File: src/rtl/instr_fetch_queue.sv
// instr_fetch_queue: prefetching instruction-fetch stage.
// Issues sequential word fetches to a request/grant instruction memory and
// buffers the returned words with their PCs in a small FIFO. The core takes
// them over a valid/ready handshake. A redirect flushes the FIFO and marks
// every in-flight response for discard.
module instr_fetch_queue #(
  parameter int                ADDR_W   = 64,
  parameter int                DEPTH    = 4,
  parameter logic [ADDR_W-1:0] RESET_PC = {ADDR_W{1'b0}}
) (
  input  logic              clk_i,
  input  logic              rst_i,
  input  logic              redirect_i,
  input  logic [ADDR_W-1:0] redirect_pc_i,
  output logic              mem_req_o,
  output logic [ADDR_W-1:0] mem_addr_o,
  input  logic              mem_gnt_i,
  input  logic              mem_rvalid_i,
  input  logic [31:0]       mem_rdata_i,
  output logic              instr_valid_o,
  output logic [31:0]       instr_o,
  output logic [ADDR_W-1:0] instr_pc_o,
  input  logic              instr_ready_i
);

  localparam int PTR_W = $clog2(DEPTH);
  localparam int CNT_W = PTR_W + 1;
  localparam int CRD_W = PTR_W + 2;

  localparam logic [CNT_W-1:0]  CNT_ZERO  = {CNT_W{1'b0}};
  localparam logic [CNT_W-1:0]  CNT_ONE   = {{(CNT_W-1){1'b0}}, 1'b1};
  localparam logic [PTR_W-1:0]  PTR_ZERO  = {PTR_W{1'b0}};
  localparam logic [PTR_W-1:0]  PTR_ONE   = {{(PTR_W-1){1'b0}}, 1'b1};
  localparam logic [CRD_W-1:0]  CRD_DEPTH = CRD_W'(DEPTH);
  localparam logic [ADDR_W-1:0] PC_STEP   = {{(ADDR_W-3){1'b0}}, 3'b100};
  localparam logic [ADDR_W-1:0] PC_ZERO   = {ADDR_W{1'b0}};

  // Architectural state
  logic [ADDR_W-1:0] fetch_pc_r;
  logic [ADDR_W-1:0] resp_pc_r;
  logic [CNT_W-1:0]  inflight_r;
  logic [CNT_W-1:0]  drop_r;
  logic [CNT_W-1:0]  count_r;
  logic [PTR_W-1:0]  rd_ptr_r;
  logic [PTR_W-1:0]  wr_ptr_r;
  logic [ADDR_W-1:0] pc_store_r    [DEPTH];
  logic [31:0]       instr_store_r [DEPTH];

  // Per-cycle decoded events
  logic              credit_ok_s;
  logic              mem_req_s;
  logic              grant_s;
  logic              resp_s;
  logic              push_s;
  logic              pop_s;
  logic [ADDR_W-1:0] target_pc_s;
  logic [CNT_W-1:0]  inflight_next_s;
  logic [CNT_W-1:0]  drop_next_s;
  logic [CNT_W-1:0]  count_next_s;

  // Low address bits of the redirect target are deliberately ignored.
  logic unused_pc_bits_s;
  assign unused_pc_bits_s = ^redirect_pc_i[1:0];

  // Credit, request, and the events that move the queue this cycle.
  always_comb begin
    credit_ok_s = 1'b0;
    mem_req_s   = 1'b0;
    grant_s     = 1'b0;
    resp_s      = 1'b0;
    push_s      = 1'b0;
    pop_s       = 1'b0;
    target_pc_s = {redirect_pc_i[ADDR_W-1:2], 2'b00};

    // Credit comes only from registered occupancy, so a pop or response
    // in this cycle frees a slot from the next cycle onwards.
    if (({1'b0, count_r} + {1'b0, inflight_r}) < CRD_DEPTH) begin
      credit_ok_s = 1'b1;
    end else begin
      credit_ok_s = 1'b0;
    end

    // Held low throughout reset and during a redirect cycle.
    if (rst_i && !redirect_i && credit_ok_s) begin
      mem_req_s = 1'b1;
    end else begin
      mem_req_s = 1'b0;
    end

    grant_s = mem_req_s && mem_gnt_i;

    // An rvalid with nothing outstanding is a protocol error and is ignored.
    if (mem_rvalid_i && (inflight_r != CNT_ZERO)) begin
      resp_s = 1'b1;
    end else begin
      resp_s = 1'b0;
    end

    // A redirect overrides both ends of the FIFO.
    if (redirect_i) begin
      push_s = 1'b0;
      pop_s  = 1'b0;
    end else begin
      push_s = resp_s && (drop_r == CNT_ZERO);
      pop_s  = (count_r != CNT_ZERO) && instr_ready_i;
    end
  end

  // Next-state arithmetic for the in-flight, drop and occupancy counters.
  always_comb begin
    inflight_next_s = inflight_r;
    drop_next_s     = drop_r;
    count_next_s    = count_r;

    if (redirect_i) begin
      // Everything still outstanding after this cycle is stale.
      if (resp_s) begin
        inflight_next_s = inflight_r - CNT_ONE;
      end else begin
        inflight_next_s = inflight_r;
      end
      drop_next_s  = inflight_next_s;
      count_next_s = CNT_ZERO;
    end else begin
      case ({grant_s, resp_s})
        2'b10:   inflight_next_s = inflight_r + CNT_ONE;
        2'b01:   inflight_next_s = inflight_r - CNT_ONE;
        default: inflight_next_s = inflight_r;
      endcase

      if (resp_s && (drop_r != CNT_ZERO)) begin
        drop_next_s = drop_r - CNT_ONE;
      end else begin
        drop_next_s = drop_r;
      end

      case ({push_s, pop_s})
        2'b10:   count_next_s = count_r + CNT_ONE;
        2'b01:   count_next_s = count_r - CNT_ONE;
        default: count_next_s = count_r;
      endcase
    end
  end

  // Fetch and response PC tracking; both restart at the redirect target.
  always_ff @(posedge clk_i or negedge rst_i) begin
    if (!rst_i) begin
      fetch_pc_r <= RESET_PC;
      resp_pc_r  <= RESET_PC;
    end else if (redirect_i) begin
      fetch_pc_r <= target_pc_s;
      resp_pc_r  <= target_pc_s;
    end else begin
      if (grant_s) begin
        fetch_pc_r <= fetch_pc_r + PC_STEP;
      end
      if (push_s) begin
        resp_pc_r <= resp_pc_r + PC_STEP;
      end
    end
  end

  // Outstanding-request, discard and occupancy counters.
  always_ff @(posedge clk_i or negedge rst_i) begin
    if (!rst_i) begin
      inflight_r <= CNT_ZERO;
      drop_r     <= CNT_ZERO;
      count_r    <= CNT_ZERO;
    end else begin
      inflight_r <= inflight_next_s;
      drop_r     <= drop_next_s;
      count_r    <= count_next_s;
    end
  end

  // FIFO pointers; a flush empties the queue by moving rd_ptr onto wr_ptr.
  always_ff @(posedge clk_i or negedge rst_i) begin
    if (!rst_i) begin
      rd_ptr_r <= PTR_ZERO;
      wr_ptr_r <= PTR_ZERO;
    end else if (redirect_i) begin
      rd_ptr_r <= wr_ptr_r;
    end else begin
      if (push_s) begin
        wr_ptr_r <= wr_ptr_r + PTR_ONE;
      end
      if (pop_s) begin
        rd_ptr_r <= rd_ptr_r + PTR_ONE;
      end
    end
  end

  // FIFO storage of {pc, instr}; cleared on reset so outputs start at zero.
  always_ff @(posedge clk_i or negedge rst_i) begin
    if (!rst_i) begin
      for (int i = 0; i < DEPTH; i++) begin
        pc_store_r[i]    <= PC_ZERO;
        instr_store_r[i] <= 32'h0000_0000;
      end
    end else if (push_s) begin
      pc_store_r[wr_ptr_r]    <= resp_pc_r;
      instr_store_r[wr_ptr_r] <= mem_rdata_i;
    end
  end

  assign mem_req_o     = mem_req_s;
  assign mem_addr_o    = fetch_pc_r;
  assign instr_valid_o = (count_r != CNT_ZERO);
  assign instr_o       = instr_store_r[rd_ptr_r];
  assign instr_pc_o    = pc_store_r[rd_ptr_r];

endmodule

File: config.mk
export PLATFORM = sky130hd
export DESIGN_NAME = instr_fetch_queue
export DESIGN_NICKNAME = d
export VERILOG_FILES = /design/src/rtl/instr_fetch_queue.sv
export SDC_FILE = /design/constraint.sdc
export NUM_CORES = 1
export LEC_CHECK = 0
export CORE_ASPECT_RATIO = 1.75
export CORE_MARGIN = 10
export CORE_UTILIZATION = 28
export CTS_CLUSTER_DIAMETER = 80
export DETAILED_ROUTE_END_ITERATION = 16
export PLACE_DENSITY = 0.55
export SLEW_MARGIN = 20
export SYNTH_ARGS = -nofsm -noshare
export SYNTH_HDL_FRONTEND = slang
export SYNTH_SLANG_ARGS = --single-unit
export TNS_END_PERCENT = 1
File: constraint.sdc
create_clock -name clk_i -period 2.55 [get_ports clk_i]
set_input_delay 0.255 -clock clk_i [delete_from_list [all_inputs] [get_ports clk_i]]
set_output_delay 0.255 -clock clk_i [all_outputs]
set_load 0.01 [all_outputs]
## Yosys cells after proc, flatten, opt, wreduce, memory -nomap -nowiden

Index checks and enable logic that the tools add are counted.

- Register bits after elaboration: 525
- Word-level logic and storage cells: 86

- $add $sub $neg: 10
- Reduce and logical (&&, ||, !) cells: 20
- Mux-type cells: 30
- $lt $le $gt $ge: 4
- Bitwise gates (word level): 3
- Equality and inequality tests: 4

Operator list:

| cell | number |
|---|---|
| 2-to-1 mux 64 bit | 7 |
| bitwise mux 256 bit | 1 |
| adder 64 x 3 -> 64 bit, second input constant | 2 |
| binary-select mux 64 bit (select 2 bit) | 1 |
| bitwise mux 128 bit | 1 |
| demux 64 bit (select 2 bit) | 1 |
| 2-to-1 mux 32 bit | 3 |
| binary-select mux 32 bit (select 2 bit) | 1 |
| demux 32 bit (select 2 bit) | 1 |
| 2-to-1 mux 3 bit | 5 |
| nonzero test 3 bit | 5 |
| case mux 3 bit (2 select lines) | 2 |
| subtractor 3 x 1 -> 3 bit, second input constant | 3 |
| logical AND 1 bit | 8 |
| nonzero test 2 bit | 4 |
| adder 3 x 1 -> 3 bit, second input constant | 2 |
| >= comparator 3 bit, second input constant | 2 |
| inverter 2 -> 3 bit | 2 |
| 2-to-1 mux 1 bit | 5 |
| adder 2 x 1 -> 2 bit, second input constant | 2 |
| adder 3 x 3 -> 4 bit | 1 |
| == test 2 x 1 -> 1 bit, second input constant | 2 |
| == test 2 bit, second input constant | 2 |
| < comparator 4 x 3 -> 1 bit, second input constant | 1 |
| other kinds (6) | 7 |

## Depth between registers and ports, before layout

- Depth after elaboration: 9
- Gate-level depth with buffers: 12
- Gate-level depth less buffers: 11

## Least setup slack after synthesis

Ideal clock, no wire load.

- Path kind: register to register
- Start point: reg inflight_r[0]
- End point: reg resp_pc_r[59]
- Path buffers: 2
- Arrival time: 2.421 ns
- Stages on the path, launching flop included: 12
- Slack: -0.001 ns
- Data required time: 2.420 ns
- Cell sequence: dfrtp_1 > inv_1 > ha_1 > ha_1 > nand4bb_1 > buf_2 > nor4_4 > nand4_2 > buf_6 > nor4_4 > xnor2_1 > o21ai_1

- Word-level cells in the longest chain between the ends: 6

Ends and longest elaborated chain:

| item | line | RTL |
|---|---|---|
| start: declaration | 41 | `logic [CNT_W-1:0] inflight_r;` |
| start signal: assignment | 170 | `inflight_r <= inflight_next_s;` |
| nonzero test 3 bit | 93 | `if (mem_rvalid_i && (inflight_r != CNT_ZERO)) begin` |
| logical AND 1 bit | 93 |  |
| 2-to-1 mux 1 bit | 93 |  |
| logical AND 1 bit | 104 | `push_s = resp_s && (drop_r == CNT_ZERO);` |
| 2-to-1 mux 1 bit | 100 | `if (redirect_i) begin` |
| nonzero test 2 bit (no line) | -- |  |
| end signal: assignment | 152 | `resp_pc_r <= target_pc_s;` |
| end signal: assignment | 158 | `resp_pc_r <= resp_pc_r + PC_STEP;` |
| end: declaration | 40 | `logic [ADDR_W-1:0] resp_pc_r;` |

Every way passes these cells.
A chain may end at the register's enable or synchronous reset.

## Worst setup path in the final report

- Start point: reg rd_ptr_r[0]
- End point: out instr_pc_o[32]

- Word-level cells in the longest chain between the ends: 4

Ends and longest elaborated chain:

| item | line | RTL |
|---|---|---|
| start: declaration | 44 | `logic [PTR_W-1:0] rd_ptr_r;` |
| start signal: assignment | 182 | `rd_ptr_r <= wr_ptr_r;` |
| start signal: assignment | 188 | `rd_ptr_r <= rd_ptr_r + PTR_ONE;` |
| inverter 2 -> 3 bit (not written as such) | 210 | `assign instr_pc_o = pc_store_r[rd_ptr_r];` |
| binary-select mux 64 bit (select 2 bit) | 210 |  |
| 2-to-1 mux 64 bit (not written as such) (2 in a row) | 210 |  |
| end: declaration | 22 | `output logic [ADDR_W-1:0] instr_pc_o,` |

Every way passes these cells. The select of a mux whose other input is x is not followed.

==> impl_summary.txt <==
----------------------------------------------------
[Status]
  Status ... finished with violations
  Violations in the final reports ... setup timing

[Routing]
  Average vias per placed instance ... 5.00
  Wire per inst ... 22.3 microns
  First-pass iteration count of the detailed router ... 5
  ANT nets after route ... 0
  Post-route DRC ... 0
  Via Count ... 17.1k
  Number of DRC markers after the initial detailed-route iteration ... 1039
  Post-detailed-routing wire length ... 76200 microns

[CTS]
  Clock root buffer ... clkbuf_16
  Worst skew pair latency ... 0.62 ns
  Clock input transition at the sequential cells of the worst setup and hold paths ... 0.06 ns
  Maximum count of clock buffers along a single path ... 3
  Total CTS buffers ... 51
  H-tree lvl count ... 2
  CTS tree ... built
  Sink Count ... 513

[Global routing]
  Total GRT Usage ... 0.150
  Maximum number of pins on one net before global-route repair ... 165
  Vias in the first global route ... 18.5k
  Overall overflow remaining after global route ... 0
  Initial antenna violation count ... 1
  First-pass GRT wire length ... 116000 microns

[Power and ir drop]
  Static Leakage ... 13.7 nW
  Pwr per Cell Area ... 988 mW/mm^2
  Power, Total ... 0.0306 W
  VDD IR-drop max ... 491 uV

[Yosys]
  Dominant cell by count in the synthesized netlist ... dfrtp_1
  Post-Synthesis Cell Area ... 0.0242 sq mm
  Fraction of synthesized cell area taken by the top area cell type ... 0.530
  EDFF count, synth ... 0
  Predominant post-synthesis flop cell ... dfrtp_1
  Async set-reset flop share out of synthesis ... 1.00
  Count of warnings emitted by yosys ... 0
  Top cells by area in the synthesized netlist ... dfrtp_1 (53%), mux2_2 (17%), mux4_2 (8.7%)
  Commonest cells in the netlist ... dfrtp_1 (513), mux2_2 (356), nand2_1 (171)
  Gate Count Post-Synth ... 1892
  Post-synthesis cell type with the largest combined area ... dfrtp_1
  Proportion of synthesized chip area in sequential cells ... 0.530
  Number of distinct standard cells referenced by the synthesized netlist ... 64
  Seq cells post-synth ... 513
  Mean Syn Cell Area ... 12.8 sq um

[Final layout]
  Relative area change from synthesis to final layout ... 27.9%
  Proportion of layout cells with a drive suffix above 1 ... 0.363
  Nets ... 2340
  Number of inserted diodes ... 0
  Final Non-Filler Cells ... 3416
  Final core occ ... 0.361
  Count of filler cells inserted in the layout ... 8419

[Die]
  Placement Rows ... 142
  Number of top-level pins ... 264
  Vertical die dimension ... 409 microns
  Total die area ... 0.0991 sq mm
  Starting Density ... 0.283
  Die Span X ... 242 microns
  Core outline area ... 0.0856 sq mm

[Setup path]
  Biggest fanout along the worst timing path ... 12
  Type of destination of the critical path ... primary output
  Data required time at the worst endpoint ... 2.30 ns
  Library cell contributing the largest single delay on the critical path ... mux4_2
  Type of the worst setup path ... flop to primary output
  Crit path largest cell delay ... 0.52 ns
  Category of the worst setup path launch point ... flop
  Chain of cells forming the critical path ... buf_12, buf_4, mux4_2, clkdlybuf4s15_2
  CP arrival ... 2.30 ns

[Timing]
  Setup repair after global routing missed its margin ... yes
  Final-report hold violation count ... 0
  Worst setup margin ... -0.00434 ns
  Worst-case clock skew ... 0.0217 ns
  Measured slew at the worst slew-check pin ... 0.961 ns
  Final Max Slew Viols ... 0
  Shortest period the worst path allows ... 2.55 ns
  TNS Setup ... -0.00434 ns
  Setup Viol. Count Final ... 1
  Highest achievable clock rate ... 391 MHz
  Crit share post-route ... 1.00
  Headroom to the max-slew limit ... 0.359

[Placed design]
  HPWL reported at the end of detailed placement ... 55200 microns
  GP Congestion ... 0.878
  Post-placement worst setup slack ... 0.00219 ns
  Instance count after placement with tap cells included ... 3305
  Port Buf Inserts ... 257

[Min path]
  Path category of the worst min-delay check ... input pin to flop

[Flow run]
  Maximum capacitance violations ... 0

----------------------------------------------------
## report_power, final
group          switching, W  internal (W)  total (W)
combinational       0.00490       0.00585     0.0108
sequential          0.00149        0.0107     0.0121
clock               0.00335       0.00434    0.00769
total               0.00974        0.0208     0.0306
## per-stage QoR
stage	area [sq um]	hold slack [ns]
after floorplan	24200	-0.0406
after global placement	29100	0.417
after detailed placement	29100	0.421
after CTS	30800	0.209
after global routing	31000	0.267
final	31000	0.256
## final cells by class
cell class / count / area, sq um / area share
Multi-Input combinational cell: 1216 / 10900 / 0.352
Timing Repair Buffer: 416 / 3980 / 0.129
Sequential cell: 513 / 12800 / 0.415
Inverter: 26 / 97.6 / 0.00315
Tap cell: 1152 / 1440 / 0.0466
Clock inverter: 18 / 173 / 0.00558
Clock buffer: 75 / 1520 / 0.0490
## flip-flops by register name, summed over array words and instances, names as in the netlist
| register | count |
|---|---|
| instr_store_r | 128 |
| wr_ptr_r | 2 |
| drop_r | 3 |
| mem_addr_o | 62 |
| pc_store_r | 248 |
| resp_pc_r | 62 |
| count_r | 3 |
| inflight_r | 3 |
| rd_ptr_r | 2 |
## logic make-up after synthesis
kind of cell	count (synthesis)	share of synthesized area
AOI/OAI and AO/OA	225	0.0576
and+or+nand+nor	447	0.0955
other	1	0.000155
adders and majority gates	15	0.00796
buffers and inverters	166	0.0281
xor gates and xnor gates	72	0.0261
DFF	513	0.530
muxes	453	0.254
## repair_timing
item	CTS	global route
setup buffers	3	12
setup endpoints to repair	99	120
pin swaps	0	3
hold endpoints to repair	33	0
hold buffers	1	0
gates cloned	2	0
resized for setup	255	76
## final timing paths
check / start / endpoint / slack, ns / cells past startpoint
worst max-delay path: rd_ptr_r[0]$_DFFE_PN0P_ / instr_pc_o[32] / -0.004 / 4
worst min-delay path: redirect_i / count_r[1]$_DFFE_PN0P_ / 0.26 / 3
worst max register to register: inflight_r[1]$_DFFE_PN0P_ / resp_pc_r[41]$_DFFE_PN0N_ / 0.01 / 13
worst min register to register: pc_store_r[27]$_DFFE_PN0P_ / pc_store_r[27]$_DFFE_PN0P_ / 0.48 / 2
max in group asynchronous: rst_i / mem_addr_o[22]$_DFFE_PN0P_ / 0.75 / 4
min in group asynchronous: rst_i / mem_addr_o[41]$_DFFE_PN0P_ / 0.36 / 3
## worst max-delay path, delay by kind of cell, from the launching register on
family	cells	cell delay, ns
buffers and inverters	3	0.68
muxes	1	0.52
DFF	1	0.47
## cell usage in the layout (no fill, tap or decap), types with 13 or more instances in the layout
cell	netlist	layout
o21ai_0	115	108
nand2_1	171	167
clkdlybuf4s15_2	0	17
dfrtp_1	513	509
a31oi_1	16	16
clkbuf_8	0	15
nand3_1	74	73
buf_2	23	36
inv_1	26	24
dlygate4sd2_1	0	26
o311ai_0	25	25
nand4_1	26	26
xnor2_1	57	57
clkbuf_2	2	13
nor3_1	26	15
buf_12	0	30
and3_1	20	20
nor2_1	49	42
xor2_1	15	15
clkbuf_16	0	51
mux2_2	356	356
buf_4	5	118
o21ai_1	7	14
mux4_2	94	94
a21oi_1	13	13
o211ai_1	22	22
clkdlybuf4s50_1	0	160
## metal layers
metal,global-route usage,wire (microns),up-vias
li1,-,-,7585
met1,0.168,29400,8860
met2,0.269,39500,498
met3,0.0375,4650,122
met4,0.0547,2650,2
met5,0,20,-
Power figures use the tool's default switching activity.
==> variant (same settings) <==
Change the parameter `ADDR_W` from 64 to 128.
--- a/src/rtl/instr_fetch_queue.sv
+++ b/src/rtl/instr_fetch_queue.sv
@@ -4,7 +4,7 @@
 // them over a valid/ready handshake. A redirect flushes the FIFO and marks
 // every in-flight response for discard.
 module instr_fetch_queue #(
-  parameter int                ADDR_W   = 64,
+  parameter int                ADDR_W   = 128,
   parameter int                DEPTH    = 4,
   parameter logic [ADDR_W-1:0] RESET_PC = {ADDR_W{1'b0}}
 ) (
Interface: changed (resized instr_pc_o, mem_addr_o and redirect_pc_i); port bits go from 264 to 456. The function was not compared with the original's and may differ.
==> variant against the unedited design <==
The run still ends with negative setup slack left; total power grew 94%; setup slack got worse by 0.24 ns; count of clock-buffer cells in the layout rose by 48; sequential power grew 76%; design area grew 92%; die area up 75%; sequential cell count rose by 384; routed wire length up 130%; area after synthesis up 81%; largest cell class unchanged.
==> variant: results (changes against the unedited design) <==
status finished with violations; failing checks negative setup slack; Worst Setup EP instr_pc_o[71]; Global Route Usage Sum 0.199 (+0.0488); Setup WS post-layout -0.247 ns (-0.243 ns); Routed WL per cell 26.8 um (+20%); Setup TNS -18.50 ns (-18.50 ns); latest clock arrival within the worst-skew pair 0.76 ns (+0.14 ns); worst vdd ir 592 uV (+20%); multiplexer share of the synthesized area 0.242 (-0.0122); WP data arrival 2.54 ns (+0.24 ns); Worst Hold Path EP count_r[0]$_DFFE_PN0P_; Final #Nets 4672 (+100%); Post-Synth Adder-Cell Area 0.00416 (-0.00380); cell count after synthesis 3646 (+93%); Slew @ Worst Pin 1.01 ns (+0.0462 ns); critical path fanouts, max 6 (-6); dpl ws -0.199 ns (-0.201 ns); Gates resized, CTS repair 693 (+170%); post-DR vias/cell 5.25 (+5.1%); CP max stage cell dfrtp_4; Final Setup Violations 172 (+171); via count 34748 (+100%); Net Sw Frac 0.330 (+0.0116); largest net degree at the start of global routing 188 (+14%); r2r worst-path depth 10 (-3); fill count 15268 (+81%); reg-to-reg slack, setup -0.13 ns (-0.14 ns); initial antenna violation count 10 (+9); library cells used by synthesis 69 (+7.8%); leakage dissipation 0.0258 uW (+88%); dpl cell area 54600 um2 (+88%); H-tree depth 3 (+1)
## variant: cell count changes after synthesis, moves of 31 or more
cell / delta
buf_1: +31
clkbuf_1: +103
dfrtp_1: +384
mux2_2: +254
mux4_2: +64
nand2_1: +175
nand3_1: +96
nand4_1: +95
nor2_1: +54
nor3_1: +70
nor4_1: +57
o21ai_0: +91
xnor2_1: +38
## variant: metal layers
metal,track usage,vias up,share of wire
met2,0.337,1226,0.49
li1,-,15175,-
met1,0.241,18054,0.40
met3,0.0417,289,0.069
met4,0.0906,4,0.047
met5,0,-,0.00015
## variant: layout make-up
| class | instances | area share |
|---|---|---|
| Clock inverter | 51 | 0.0104 |
| Sequential cell | 897 | 0.378 |
| Inverter | 50 | 0.00316 |
| Antenna cell | 8 | 0.000337 |
| Timing Repair Buffer | 1019 | 0.170 |
| Tap cell | 2037 | 0.0429 |
| Clock buffer | 123 | 0.0439 |
| Multi-Input combinational cell | 2431 | 0.351 |
